===== config.mk =====
export PLATFORM = sky130hd
export DESIGN_NAME = mem_port_arbiter
export DESIGN_NICKNAME = d
export VERILOG_FILES = /design/src/rtl/mem_arb_pkg.sv /design/src/rtl/mem_arb_pick.sv /design/src/rtl/mem_port_arbiter.sv
export SDC_FILE = /design/constraint.sdc
export NUM_CORES = 1
export LEC_CHECK = 0
export ABC_AREA = 1
export ABC_CLOCK_PERIOD_IN_PS = 2900
export BUFFER_PORTS_ARGS = -buffer_cell sky130_fd_sc_hd__buf_2
export CORE_ASPECT_RATIO = 0.5
export CORE_MARGIN = 1.5
export CORE_UTILIZATION = 47
export CTS_CLUSTER_DIAMETER = 60
export DETAILED_ROUTE_END_ITERATION = 8
export GPL_TIMING_DRIVEN = 0
export HOLD_SLACK_MARGIN = 0.03
export PLACE_DENSITY = 0.8
export SLEW_MARGIN = 20
export SYNTH_ARGS = -nofsm -noshare
export SYNTH_HDL_FRONTEND = slang
export SYNTH_SLANG_ARGS = --single-unit

===== constraint.sdc =====
create_clock -name iClkCPU -period 2.9 [get_ports iClkCPU]
set_input_delay 0.145 -clock iClkCPU [delete_from_list [all_inputs] [get_ports iClkCPU]]
set_output_delay 0.145 -clock iClkCPU [all_outputs]
set_load 0.03 [all_outputs]

===== src/rtl/mem_arb_pkg.sv =====
// Shared types for the unified-memory port arbiter.
// Build option: MEM_ARB_RR_EN selects round-robin tie-break.
package mem_arb_pkg;

  typedef enum logic [1:0] {
    ST_IDLE  = 2'd0,
    ST_ISSUE = 2'd1,
    ST_WAIT  = 2'd2,
    ST_RESP  = 2'd3
  } arb_state_t;

  localparam logic OWN_I = 1'b0;
  localparam logic OWN_D = 1'b1;

  localparam int MEM_LAT_MIN = 1;
  localparam int MEM_LAT_MAX = 4;
  localparam int LAT_CW      = 3;

  function automatic int clamp_lat(input int lat);
    if (lat < MEM_LAT_MIN) return MEM_LAT_MIN;
    if (lat > MEM_LAT_MAX) return MEM_LAT_MAX;
    return lat;
  endfunction

endpackage


===== src/rtl/mem_arb_pick.sv =====
// Grant selection between fetch and data ports.
// MEM_ARB_RR_EN: round-robin tie-break instead of data priority.
module mem_arb_pick
  import mem_arb_pkg::*;
`ifndef MEM_ARB_RR_EN
#(
  parameter int STARVE_MAX = 4,
  parameter int SC_W       = 3
)
`endif
(
  input  logic            i_idle,
  input  logic            i_ireq,
  input  logic            i_dreq,
`ifdef MEM_ARB_RR_EN
  input  logic            i_last_owner,
`else
  input  logic [SC_W-1:0] i_starve_cnt,
`endif
  output logic            o_gnt_i,
  output logic            o_gnt_d
);

  logic w_i_first;

`ifdef MEM_ARB_RR_EN
  assign w_i_first = (i_last_owner == OWN_D);
`else
  assign w_i_first = (i_starve_cnt == SC_W'(STARVE_MAX));
`endif

  always_comb begin
    o_gnt_i = 1'b0;
    o_gnt_d = 1'b0;
    if (i_idle) begin
      unique case ({i_ireq, i_dreq})
        2'b10: o_gnt_i = 1'b1;
        2'b01: o_gnt_d = 1'b1;
        2'b11: begin
          o_gnt_i = w_i_first;
          o_gnt_d = !w_i_first;
        end
        default: ;
      endcase
    end
  end

endmodule


===== src/rtl/mem_port_arbiter.sv =====
// Shares one single-port sync memory between fetch (I) and load/store (D).
// Build option: MEM_ARB_RR_EN selects round-robin tie-break.
module mem_port_arbiter
  import mem_arb_pkg::*;
#(
  parameter int ADDR_W     = 32,
  parameter int DATA_W     = 32,
  parameter int MEM_LAT    = 1,
  parameter int STARVE_MAX = 4
)
(
  input  logic              iClkCPU,
  input  logic              iRST,
  input  logic              iIReq,
  input  logic [ADDR_W-1:0] iIAddr,
  output logic              oIGnt,
  output logic              oIRValid,
  output logic [DATA_W-1:0] oIRData,
  input  logic              iDReq,
  input  logic              iDWe,
  input  logic [ADDR_W-1:0] iDAddr,
  input  logic [DATA_W-1:0] iDWData,
  output logic              oDGnt,
  output logic              oDRValid,
  output logic [DATA_W-1:0] oDRData,
  output logic              oMemEn,
  output logic              oMemWe,
  output logic [ADDR_W-1:0] oMemAddr,
  output logic [DATA_W-1:0] oMemWData,
  input  logic [DATA_W-1:0] iMemRData,
  output logic              oStallIF,
  output logic              oStallMEM,
  output logic              oBusy
);

  localparam int LAT = clamp_lat(MEM_LAT);
  localparam logic [LAT_CW-1:0] LAT_LAST = LAT_CW'(LAT - 1);
  localparam int SC_W = $clog2(STARVE_MAX + 1);

  arb_state_t        r_state;
  arb_state_t        w_next;
  logic [LAT_CW-1:0] r_lat_cnt;
  logic              r_owner;
  logic              r_we;
  logic [ADDR_W-1:0] r_addr;
  logic [DATA_W-1:0] r_wdata;
  logic [DATA_W-1:0] r_irdata;
  logic [DATA_W-1:0] r_drdata;

  logic w_idle;
  logic w_gnt_i;
  logic w_gnt_d;
  logic w_gnt;
  logic w_last_wait;
  logic w_resp_i;
  logic w_resp_d;

  // Grants are combinational, so they must also be masked during reset.
  assign w_idle      = (r_state == ST_IDLE) && !iRST;
  assign w_gnt       = w_gnt_i | w_gnt_d;
  assign w_last_wait = (r_state == ST_WAIT) &&
                       (r_lat_cnt == LAT_LAST);

`ifdef MEM_ARB_RR_EN
  logic r_last_owner;

  mem_arb_pick u_pick (
    .i_idle       (w_idle),
    .i_ireq       (iIReq),
    .i_dreq       (iDReq),
    .i_last_owner (r_last_owner),
    .o_gnt_i      (w_gnt_i),
    .o_gnt_d      (w_gnt_d)
  );

  always_ff @(posedge iClkCPU or posedge iRST) begin
    if (iRST) begin
      r_last_owner <= OWN_D;
    end else if (w_gnt_i) begin
      r_last_owner <= OWN_I;
    end else if (w_gnt_d) begin
      r_last_owner <= OWN_D;
    end
  end
`else
  logic [SC_W-1:0] r_starve;

  mem_arb_pick #(
    .STARVE_MAX (STARVE_MAX),
    .SC_W       (SC_W)
  ) u_pick (
    .i_idle       (w_idle),
    .i_ireq       (iIReq),
    .i_dreq       (iDReq),
    .i_starve_cnt (r_starve),
    .o_gnt_i      (w_gnt_i),
    .o_gnt_d      (w_gnt_d)
  );

  always_ff @(posedge iClkCPU or posedge iRST) begin
    if (iRST) begin
      r_starve <= '0;
    end else if (w_gnt_i) begin
      r_starve <= '0;
    end else if (w_gnt_d && iIReq &&
                 r_starve != SC_W'(STARVE_MAX)) begin
      r_starve <= r_starve + 1'b1;
    end
  end
`endif

  always_ff @(posedge iClkCPU or posedge iRST) begin
    if (iRST) begin
      r_state <= ST_IDLE;
    end else begin
      r_state <= w_next;
    end
  end

  always_comb begin
    w_next = r_state;
    unique case (r_state)
      ST_IDLE:  if (w_gnt) w_next = ST_ISSUE;
      ST_ISSUE: w_next = ST_WAIT;
      ST_WAIT:  if (w_last_wait) w_next = ST_RESP;
      ST_RESP:  w_next = ST_IDLE;
      default:  w_next = ST_IDLE;
    endcase
  end

  always_ff @(posedge iClkCPU or posedge iRST) begin
    if (iRST) begin
      r_lat_cnt <= '0;
    end else if (r_state == ST_WAIT) begin
      r_lat_cnt <= r_lat_cnt + 1'b1;
    end else begin
      r_lat_cnt <= '0;
    end
  end

  always_ff @(posedge iClkCPU or posedge iRST) begin
    if (iRST) begin
      r_owner  <= OWN_I;
      r_we     <= 1'b0;
      r_addr   <= '0;
      r_wdata  <= '0;
      r_irdata <= '0;
      r_drdata <= '0;
    end else begin
      if (w_gnt) begin
        r_owner <= w_gnt_d ? OWN_D : OWN_I;
        r_addr  <= w_gnt_d ? iDAddr : iIAddr;
        r_wdata <= w_gnt_d ? iDWData : '0;
        r_we    <= w_gnt_d & iDWe;
      end
      // Each port keeps its last read data until its next response.
      if (w_last_wait) begin
        if (r_owner == OWN_I) begin
          r_irdata <= iMemRData;
        end else begin
          r_drdata <= r_we ? '0 : iMemRData;
        end
      end
    end
  end

  assign w_resp_i = (r_state == ST_RESP) && (r_owner == OWN_I);
  assign w_resp_d = (r_state == ST_RESP) && (r_owner == OWN_D);

  assign oIGnt     = w_gnt_i;
  assign oDGnt     = w_gnt_d;
  assign oIRValid  = w_resp_i;
  assign oDRValid  = w_resp_d;
  assign oIRData   = r_irdata;
  assign oDRData   = r_drdata;
  assign oMemEn    = (r_state == ST_ISSUE);
  assign oMemWe    = (r_state == ST_ISSUE) && r_we;
  assign oMemAddr  = r_addr;
  assign oMemWData = r_wdata;
  assign oStallIF  = iIReq && !iRST && !w_resp_i;
  assign oStallMEM = iDReq && !iRST && !w_resp_d;
  assign oBusy     = (r_state != ST_IDLE);

endmodule


==> flow_metrics.env, run 1 <==
export IMPL_drc=0
export IMPL_max_slew_margin=0.6623
export IMPL_crit_path_end="oMemAddr[22]$_DFFE_PP0P_"
export IMPL_cts_sinks=138
export IMPL_n_antenna_cell=0
export IMPL_cellLeakagePower_nw=5.192
export IMPL_slew_viol_final=0
export IMPL_area_sequential_mm2=0.003453
export IMPL_chipHeight_um=82.79
export IMPL_grt_pass1_wl_um=33580
export IMPL_crit_type="in2reg"
export IMPL_multi_input_area_mm2=0.002079
export IMPL_core_mm2=0.01212
export IMPL_setup_viol_count_final=0
export IMPL_async_flop_share=1.000
export IMPL_cts_resized=0
export IMPL_drive_above_1_share=0.3128
export IMPL_syn_cell_area_mm2=0.005984
export IMPL_worst_skew_pair_late_latency_ns=0.41
export IMPL_wl_per_cell_um=17.13
export IMPL_rows=28
export IMPL_crit_path_start="iRST"
export IMPL_fin_crit_ns=2.339
export IMPL_cts_tree="yes"
export IMPL_cts_htree_levels=4
export IMPL_cp_arrival_ns=2.68
export IMPL_die_w_um=162.6
export IMPL_grt_start_max_net_pins=81
export IMPL_worstPathRequired_ns=3.24
export IMPL_port_buffers=269
export IMPL_synth_edf_count=0
export IMPL_syn_to_final_growth_pct=58.12
export IMPL_fin_tns_setup_ns=0
export IMPL_synth_seq_cells=138
export IMPL_dp_hpwl_um=12550
export IMPL_clk_pin_slew_ns=0.06
export IMPL_regToRegSetupSlack_ns=0.56
export IMPL_place_area_mm2=0.007572
export IMPL_hold_path_class="in2reg"
export IMPL_r2r_start="r_state[0]$_DFFE_PP0P_"
export IMPL_synth_top_area_frac=0.5770
export IMPL_viasPerCell=5.337
export IMPL_fin_crit_sh=0.8066
export IMPL_grt_overflow_total=0
export IMPL_synth_cells=672
export IMPL_design_area_mm2=0.009463
export IMPL_grt_pass1_vias=6834
export IMPL_fin_ws_ns=0.5607
export IMPL_grt_total_usage=0.3267
export IMPL_synth_top_cell_by_area="dfrtp_1"
export IMPL_netlist_top_cells_area="dfrtp_1 (58%), nand3_1 (14%), nand2_1 (11%)"
export IMPL_p_per_area_mw_per_mm2=1206
export IMPL_worstSetupStartpointType="input pin"
export IMPL_drt_iter0_drc=552
export IMPL_synth_fp_nets=814
export IMPL_ioPinCount=270
export IMPL_pre_cts_slack_ns=1.103
export IMPL_synth_top_flop_cell="dfrtp_1"
export IMPL_clk_path_buf_depth=2
export IMPL_die_area_mm2=0.01346
export IMPL_antenna_found_initial=0
export IMPL_critPathCaptureType="flip-flop"
export IMPL_status="complete, no violations"
export IMPL_gp_congestion=0.8376
export IMPL_num_vias=6767
export IMPL_ys_seq_area_frac=0.5770
export IMPL_critical_path_max_fanout=63
export IMPL_synthTopCellsByCount="nand2_1 (177), nand3_1 (163), dfrtp_1 (138), inv_1 (48), o21ai_0 (41)"
export IMPL_synth_warnings=0
export IMPL_rsz0062_at_grt="false"
export IMPL_clockRootBuffer="clkbuf_16"
export IMPL_fin_nets=1232
export IMPL_numCtsBuffers=17
export IMPL_wl_um=21730
export IMPL_initial_core_util=0.4937
export IMPL_irDropWorstVdd_v=0.0006404
export IMPL_hold_violations=0
export IMPL_dr_pass1_iters=5
export IMPL_synth_cell_types=22
export IMPL_worst_pin_slew_ns=0.5066
export IMPL_avgSynthCellArea_um2=8.905
export IMPL_drtAntennaViolNets=0
export IMPL_reg2reg_depth=9
export IMPL_yosysMostFrequentCell="nand2_1"
export IMPL_fin_skew_ns=0.01133
export IMPL_cap_viol_max_count=0
export IMPL_reg2reg_to="oMemAddr[22]$_DFFE_PP0P_"
export IMPL_max_freq_ghz=0.4275
export IMPL_fill_cells=806
## timing repair
item                                    in CTS  in global routing
setup buffers                                0                  0
endpoints found under the hold margin      181                  0
hold buffers                               129                  0
endpoints found under the setup margin       0                  0
## worst max-delay path, stage by stage
cell	delay [ns]
dlygate4sd3_1	0.54
buf_2	0.17
inv_8	0.34
nand3_2	0.22
nand2_2	0.22
buf_4	0.22
nand3_1	0.12
nand3_1	0.13
dlygate4sd3_1	0.56
## power breakdown
group | internal, mW | switching [mW] | leakage [nW] | total (mW)
Clock | 1.36 | 0.867 | 0.294 | 2.22
Sequential | 2.88 | 0.576 | 1.73 | 3.45
Combinational | 1.91 | 3.83 | 3.17 | 5.73
Total | 6.14 | 5.27 | 5.19 | 11.4
## cells in the final DEF, fill, tap and decap left out
master and instances:
buf_16 1, buf_2 285, buf_4 9, buf_6 4
bufinv_16 3, clkbuf_1 15, clkbuf_16 17, clkbuf_2 1
clkinv_2 4, clkinv_4 4, clkinvlp_4 1, dfrtp_1 138
dlygate4sd3_1 129, ha_1 9, inv_1 48, inv_2 3
inv_4 1, inv_6 2, inv_8 1, nand2_1 177
nand2_2 1, nand3_1 163, nand3_2 5, nand3_4 1
nor2_1 6, nor2_2 1, nor2_4 1, o21ai_0 41
o21ai_1 30, xnor2_1 1, xor2_1 1
## flip-flops by register name (all words and copies together), names as in the netlist
signal,cells
oMemWData,32
oIRData,32
r_lat_cnt,3
oMemAddr,32
oDRData,32
r_owner,1
r_starve,3
r_state,2
r_we,1
## through the flow
stage / util / instances / hold WS (ns) / power [mW]
detailed placement: 0.6247 / 1107 / 0.2447 / 8.514
CTS: 0.7807 / 1268 / 0.04118 / 11.27
finish: 0.7807 / 1268 / 0.04540 / 11.41
global placement: 0.6218 / 1106 / 0.3395 / 8.343
floorplan: - / 672 / 0.2546 / 6.852
global route: 0.7807 / 1268 / 0.06524 / 12.04
## cells by family (layout without fill, tap and decap cells)
family	count (synthesis)	in the layout	synth area share
AND/OR/NAND/NOR	355	355	0.2664
flip-flops	138	138	0.5770
buffers and inverters	97	528	0.07547
AO/OA/AOI/OAI	71	71	0.05938
adder cells (fa/ha/maj)	9	9	0.01882
XOR/XNOR	2	2	0.002928
## area by class of cell
class	instances	share of cell area
Buffer	44	0.02644
Inverter	53	0.02208
Tap cell	165	0.02182
Clock buffer	18	0.04535
Multi-Input combinational cell	437	0.2198
Clock inverter	14	0.01798
Sequential cell	138	0.3649
Timing Repair Buffer	399	0.2816
## how the worst min path moves through the flow
stage | cells past startpoint | to | startpoint | slack [ns]
finish | 3 | oDRData[28]$_DFFE_PP0P_ | iMemRData[28] | 0.05
global route | 3 | oDRData[28]$_DFFE_PP0P_ | iMemRData[28] | 0.07
CTS | 3 | oDRData[28]$_DFFE_PP0P_ | iMemRData[28] | 0.04
detailed placement | 2 | oMemWData[9]$_DFFE_PP0P_ | iRST | 0.24
global placement | 3 | oMemWData[8]$_DFFE_PP0P_ | iDWData[8] | 0.34
floorplan | 2 | oMemWData[0]$_DFFE_PP0P_ | iDWData[0] | 0.25
## layer usage
| layer | GRT usage | up-vias | part of all wire |
|---|---|---|---|
| li1 | - | 3034 | - |
| met1 | 0.3599 | 3197 | 0.38 |
| met3 | 0.08147 | 132 | 0.069 |
| met5 | 0 | - | 0 |
| met4 | 0.2101 | 0 | 0.050 |
| met2 | 0.5850 | 404 | 0.50 |
Power figures use the tool's default switching activity.
==> inputs of run 2 (changes only) <==
--- a/config.mk
+++ b/config.mk
@@ -6,7 +6,7 @@
 export NUM_CORES = 1
 export LEC_CHECK = 0
 export ABC_AREA = 1
-export ABC_CLOCK_PERIOD_IN_PS = 2900
+export ABC_CLOCK_PERIOD_IN_PS = 2260
 export BUFFER_PORTS_ARGS = -buffer_cell sky130_fd_sc_hd__buf_2
 export CORE_ASPECT_RATIO = 0.5
 export CORE_MARGIN = 1.5
==> constraint.sdc (replaced) <==
create_clock -name iClkCPU -period 2.26 [get_ports iClkCPU]
set_input_delay 0.113 -clock iClkCPU [delete_from_list [all_inputs] [get_ports iClkCPU]]
set_output_delay 0.113 -clock iClkCPU [all_outputs]
set_load 0.03 [all_outputs]
==> run 2 against run 1 <==
- the run now ends with negative hold slack left
- routed wire length fell by 2.0%
- hold slack lost 0.21 ns
- sequential share of layout area fell by 0.10 points
- largest cell class unchanged
- core utilization rose by 0.22 points
- total power grew 27%
- die area unchanged
- via count up 0.16%
- clock skew is 0.0027 ns higher
- register-to-register slack worse by 0.48 ns
==> flow_metrics.env, run 2 (same netlist as run 1, synthesis figures left out) <==
export IMPL_ioPinCount=270
export IMPL_fin_tns_setup_ns=0
export IMPL_drtAntennaViolNets=0
export IMPL_sequentialPowerShare=0.304
export IMPL_critical_path_top_delay_family="buffers and inverters"
export IMPL_syn_to_final_growth_pct=58.56
export IMPL_layout_commonest_cell="buf_2"
export IMPL_drc=0
export IMPL_p_int_mw=7.789
export IMPL_cp_slowest_cell="dlygate4sd3_1"
export IMPL_gp_congestion=0.8396
export IMPL_worst_pin_slew_ns=0.4901
export IMPL_crit_buf_inv=3
export IMPL_numCtsBuffers=17
export IMPL_rsz0062_at_grt="false"
export IMPL_totalPowerFinal_mw=14.54
export IMPL_path_depth=7
export IMPL_critPathCaptureType="flip-flop"
export IMPL_num_vias=6778
export IMPL_clk_pin_slew_ns=0.07
export IMPL_chipHeight_um=82.79
export IMPL_wl_um=21300
export IMPL_p_per_area_mw_per_mm2=1533
export IMPL_core_mm2=0.01212
export IMPL_port_buffers=269
export IMPL_viasPerCell=5.341
export IMPL_clk_path_buf_depth=2
export IMPL_critPathMaxStageDelay_ns=0.56
export IMPL_die_w_um=162.6
export IMPL_hold_path_class="in2async"
export IMPL_fin_crit_sh=0.9627
export IMPL_cts_tree="yes"
export IMPL_netSwitchingFraction=0.4644
export IMPL_grt_pass1_wl_um=32330
export IMPL_slew_viol_final=0
export IMPL_max_slew_margin=0.6733
export IMPL_dr_pass1_iters=6
export IMPL_power_switching_mw=6.754
export IMPL_fin_crit_ns=2.176
export IMPL_drt_iter0_drc=595
export IMPL_dp_hpwl_um=12390
export IMPL_design_area_mm2=0.009489
export IMPL_grt_start_max_net_pins=73
export IMPL_rows=28
export IMPL_grt_pass1_vias=6616
export IMPL_fill_cells=793
export IMPL_cts_sinks=138
export IMPL_fin_skew_ns=0.01401
export IMPL_worst_skew_pair_late_latency_ns=0.42
export IMPL_cp_arrival_ns=2.53
export IMPL_status="finished with violations"
export IMPL_crit_type="reg2reg"
export IMPL_place_area_mm2=0.007572
export IMPL_critical_path_max_fanout=10
export IMPL_hold_violations=138
export IMPL_initial_core_util=0.4937
export IMPL_setup_viol_count_final=0
export IMPL_worstSetupStartpointType="flip-flop"
export IMPL_n_antenna_cell=0
export IMPL_most_common_layout_cells="buf_2 (284), nand2_1 (177), nand3_1 (163)"
export IMPL_comb_power_share=0.507
export IMPL_grt_overflow_total=0
export IMPL_critical_path_cell_chain="inv_1, ha_1, nand3_2, clkbuf_1, nand3_1, nand3_1, dlygate4sd3_1"
export IMPL_worst_path_most_repeated_cell="nand3_1"
export IMPL_cts_htree_levels=4
export IMPL_fin_nets=1233
export IMPL_hold_worst_slack_ns=-0.1675
export IMPL_reg2reg_depth=7
export IMPL_max_freq_ghz=0.4596
export IMPL_cap_viol_max_count=0
export IMPL_antenna_found_initial=0
export IMPL_die_area_mm2=0.01346
export IMPL_irDropWorstVdd_v=0.0009891
export IMPL_violations="negative hold slack"
export IMPL_cellLeakagePower_nw=5.192
export IMPL_drive_above_1_share=0.3170
export IMPL_worstPathRequired_ns=2.62
export IMPL_wl_per_cell_um=16.78
export IMPL_grt_total_usage=0.3129
export IMPL_clkPwrFrac=0.189
export IMPL_clockRootBuffer="clkbuf_16"
-- run 2: cell types whose count changed in the layout (fill, tap and decap cells not counted), sizes merged --
cell,previous run,this run
bufinv,3,2
clkinvlp,1,3
-- run 2: layout make-up --
class / instances / area, µm² / area share
buffer: 44 / 252.7 / 0.02663
clock buffer: 17 / 425.4 / 0.04483
clock inverter: 15 / 147.6 / 0.01556
inverter: 53 / 214.0 / 0.02255
multi-input combinational: 437 / 2097 / 0.2210
sequential: 138 / 3453 / 0.3639
tap: 165 / 206.4 / 0.02176
timing repair buffer: 400 / 2693 / 0.2838
-- run 2: power groups by stage --
stage	clock, mW	sequential [mW]	combinational [mW]
final	2.75	4.42	7.37
after global placement	0	4.34	6.37
after global routing	2.91	4.53	7.89
after detailed placement	0	4.37	6.51
after CTS	2.76	4.35	7.16
after floorplan	0	6.59	2.21
-- run 2: tightest hold or removal path, cell delays in order --
cell and delay, ns:
buf_2 0.16, clkinv_8 0.08, buf_16 0.30
-- run 2: timing repair --
action | CTS | global route
gates resized for setup | 0 | 7
buffers inserted | 0 | 0
hold buffers | 129 | 1
endpoints found under the hold margin | 197 | 68
endpoints found under the setup margin | 0 | 32
-- run 2: metrics by stage --
step / hold slack (ns) / cells / util / setup slack [ns]
6_report: -0.1675 / 1269 / 0.7828 / 0.08433
5_1_grt: -0.1282 / 1269 / 0.7828 / 0.005814
4_1_cts: -0.2041 / 1268 / 0.7785 / 0.02617
3_5_place_dp: 0.2337 / 1107 / 0.6247 / 0.1864
3_3_place_gp: 0.3077 / 1106 / 0.6220 / -0.5020
2_1_floorplan: 0.2226 / 672 / - / 0.2575
-- run 2: layer usage --
layer	GRT usage	vias to the layer above	wire [µm]
li1	-	3042	-
met1	0.3573	3253	8212
met2	0.5500	377	10570
met3	0.07849	106	1487
met4	0.1862	0	1032
met5	0	-	0
-- run 2: worst paths after layout --
check	slack, ns	endpoint	from
worst max-delay path	0.08	oMemAddr[22]$_DFFE_PP0P_	r_starve[0]$_DFFE_PP0P_
worst min-delay path	-0.17	oMemAddr[0]$_DFFE_PP0P_	iRST
worst max register to register	0.08	oMemAddr[22]$_DFFE_PP0P_	r_starve[0]$_DFFE_PP0P_
worst min register to register	0.46	r_lat_cnt[0]$_DFF_PP0_	r_lat_cnt[0]$_DFF_PP0_
max in group asynchronous	2.11	r_lat_cnt[0]$_DFF_PP0_	iRST
min in group iClkCPU	0.09	r_starve[1]$_DFFE_PP0P_	iDReq
==> inputs of run 3 (changes only) <==
--- a/config.mk
+++ b/config.mk
@@ -15,7 +15,7 @@
 export DETAILED_ROUTE_END_ITERATION = 8
 export GPL_TIMING_DRIVEN = 0
 export HOLD_SLACK_MARGIN = 0.03
-export PLACE_DENSITY = 0.8
+export PLACE_DENSITY_LB_ADDON = 0.12
 export SLEW_MARGIN = 20
 export SYNTH_ARGS = -nofsm -noshare
 export SYNTH_HDL_FRONTEND = slang
==> run 3 against run 2 <==
- the run still ends with negative hold slack left
- core utilization is 0.37 points higher
- clock-buffer cell count is 3 higher
- setup slack hardly changed
- register-to-register slack hardly changed
- cell count is 0.16% higher
- fmax hardly changed
- critical path depth is 1 higher
- flip-flop and latch count stayed put
- combinational power hardly changed
- critical endpoint is now oMemAddr[21]$_DFFE_PP0P_
- largest cell class unchanged
==> flow_metrics.env, run 3 (same netlist as run 1, synthesis figures left out) <==
export IMPL_setup_viol_count_final=0
export IMPL_netSwitchingFraction=0.4618
export IMPL_slew_viol_final=0
export IMPL_clk_pin_slew_ns=0.06
export IMPL_max_freq_ghz=0.4595
export IMPL_numCtsBuffers=17
export IMPL_hold_worst_slack_ns=-0.1301
export IMPL_syn_to_final_growth_pct=59.31
export IMPL_gp_congestion=0.8746
export IMPL_grt_pass1_wl_um=31740
export IMPL_clkPwrFrac=0.186
export IMPL_fin_crit_ns=2.176
export IMPL_fill_cells=859
export IMPL_worstSetupStartpointType="flip-flop"
export IMPL_dr_pass1_iters=5
export IMPL_grt_overflow_total=0
export IMPL_critical_path_max_fanout=10
export IMPL_critPathCaptureType="flip-flop"
export IMPL_cp_arrival_ns=2.47
export IMPL_fin_nets=1235
export IMPL_fin_crit_sh=0.9629
export IMPL_cts_tree="yes"
export IMPL_clockRootBuffer="clkbuf_16"
export IMPL_worst_pin_slew_ns=0.5695
export IMPL_violations="negative hold slack"
export IMPL_num_vias=6593
export IMPL_drc=0
export IMPL_rsz0062_at_grt="true"
export IMPL_p_int_mw=7.763
export IMPL_cap_viol_max_count=0
export IMPL_die_w_um=162.6
export IMPL_most_common_layout_cells="buf_2 (282), nand2_1 (177), nand3_1 (163)"
export IMPL_grt_total_usage=0.3077
export IMPL_chipHeight_um=82.79
export IMPL_ioPinCount=270
export IMPL_wl_um=20600
export IMPL_hold_violations=89
export IMPL_pre_cts_slack_ns=0.2158
export IMPL_finish_utilization=0.7865
export IMPL_drtAntennaViolNets=0
export IMPL_irDropWorstVdd_v=0.0008398
export IMPL_rows=28
export IMPL_fin_skew_ns=0.01193
export IMPL_drive_above_1_share=0.3183
export IMPL_cts_sinks=138
export IMPL_n_antenna_cell=0
export IMPL_cts_hold_buf=132
export IMPL_port_buffers=269
export IMPL_initial_core_util=0.4937
export IMPL_post_cts_repair_setup_buffers=0
export IMPL_p_per_area_mw_per_mm2=1513
export IMPL_power_switching_mw=6.661
export IMPL_core_mm2=0.01212
export IMPL_comb_power_share=0.510
export IMPL_die_area_mm2=0.01346
export IMPL_worst_skew_pair_late_latency_ns=0.41
export IMPL_cts_htree_levels=4
export IMPL_sequentialPowerShare=0.304
export IMPL_crit_type="reg2reg"
export IMPL_viasPerCell=5.187
export IMPL_wl_per_cell_um=16.21
export IMPL_worstPathRequired_ns=2.55
export IMPL_multi_input_area_mm2=0.002105
export IMPL_drt_iter0_drc=568
export IMPL_clk_path_buf_depth=2
export IMPL_status="finished with violations"
export IMPL_grt_pass1_vias=6343
export IMPL_dp_hpwl_um=12630
export IMPL_max_slew_margin=0.6203
export IMPL_grt_start_max_net_pins=94
export IMPL_layout_commonest_cell="buf_2"
export IMPL_antenna_found_initial=0
export IMPL_fin_ws_ns=0.08391
export IMPL_hold_path_class="in2async"
export IMPL_area_sequential_mm2=0.003453
export IMPL_cellLeakagePower_nw=5.205
export IMPL_fin_tns_setup_ns=0
-- run 3: cell types whose count changed in the layout (fill, tap and decap cells not counted), moves of 2 or more --
| cell | change |
|---|---|
| clkbuf_8 | +2 |
| clkbuf_2 | +2 |
| clkinv_2 | -4 |
| buf_2 | -2 |
-- run 3: power groups by stage --
stage	Clock (mW)	Combinational [mW]	Sequential, mW
after floorplan	0	2.21	6.59
after CTS	2.71	7.23	4.34
final	2.68	7.36	4.39
after detailed placement	0	6.57	4.36
after global routing	2.85	7.91	4.51
after global placement	0	6.42	4.32
-- run 3: critical path: stages (launching register included) --
cell and delay [ns]:
dfrtp_1 0.39, inv_1 0.06, ha_1 0.25, nand3_4 0.15, nand3_4 0.17, buf_4 0.22
nand3_1 0.12, nand3_1 0.12, dlygate4sd3_1 0.58
-- run 3: area by class of cell --
type	instances	area share
plain buffers	44	0.02730
clock buffers	20	0.04790
clock inverters	12	0.01194
inverters	53	0.02192
multi-input cells	437	0.2207
flip-flops and latches	138	0.3622
well taps	165	0.02165
repair buffers	402	0.2864
-- run 3: final timing paths --
check / slack, ns / start / end / cells past startpoint
min: -0.13 / iRST / oMemAddr[4]$_DFFE_PP0P_ / 3
min in group iClkCPU: 0.08 / iDReq / r_starve[1]$_DFFE_PP0P_ / 3
max: 0.08 / r_starve[0]$_DFFE_PP0P_ / oMemAddr[21]$_DFFE_PP0P_ / 8
max reg2reg: 0.08 / r_starve[0]$_DFFE_PP0P_ / oMemAddr[21]$_DFFE_PP0P_ / 8
min reg2reg: 0.46 / r_lat_cnt[0]$_DFF_PP0_ / r_lat_cnt[0]$_DFF_PP0_ / 1
max in group asynchronous: 1.49 / iRST / oMemWData[3]$_DFFE_PP0P_ / 5
-- run 3: metal layers --
layer | part of all wire | GRT usage | vias up
li1 | - | - | 3054
met1 | 0.39 | 0.3717 | 3180
met2 | 0.51 | 0.5423 | 303
met3 | 0.073 | 0.07700 | 56
met4 | 0.026 | 0.1229 | 0
met5 | 0 | 0 | -
-- run 3: metrics by stage --
stage	hold WS [ns]	area (µm²)	instances	total power, mW
finish	-0.1301	9534	1271	14.42
global route	-0.08431	9534	1271	15.26
floorplan	0.2226	5987	672	8.793
detailed placement	0.1768	7572	1107	10.93
CTS	-0.1068	9499	1271	14.28
global placement	0.3084	7540	1106	10.74
-- run 3: timing repair --
item                                    in CTS  in global routing
hold endpoints to repair                   178                 89
endpoints found under the setup margin       0                 32
gates resized for setup                      0                 14
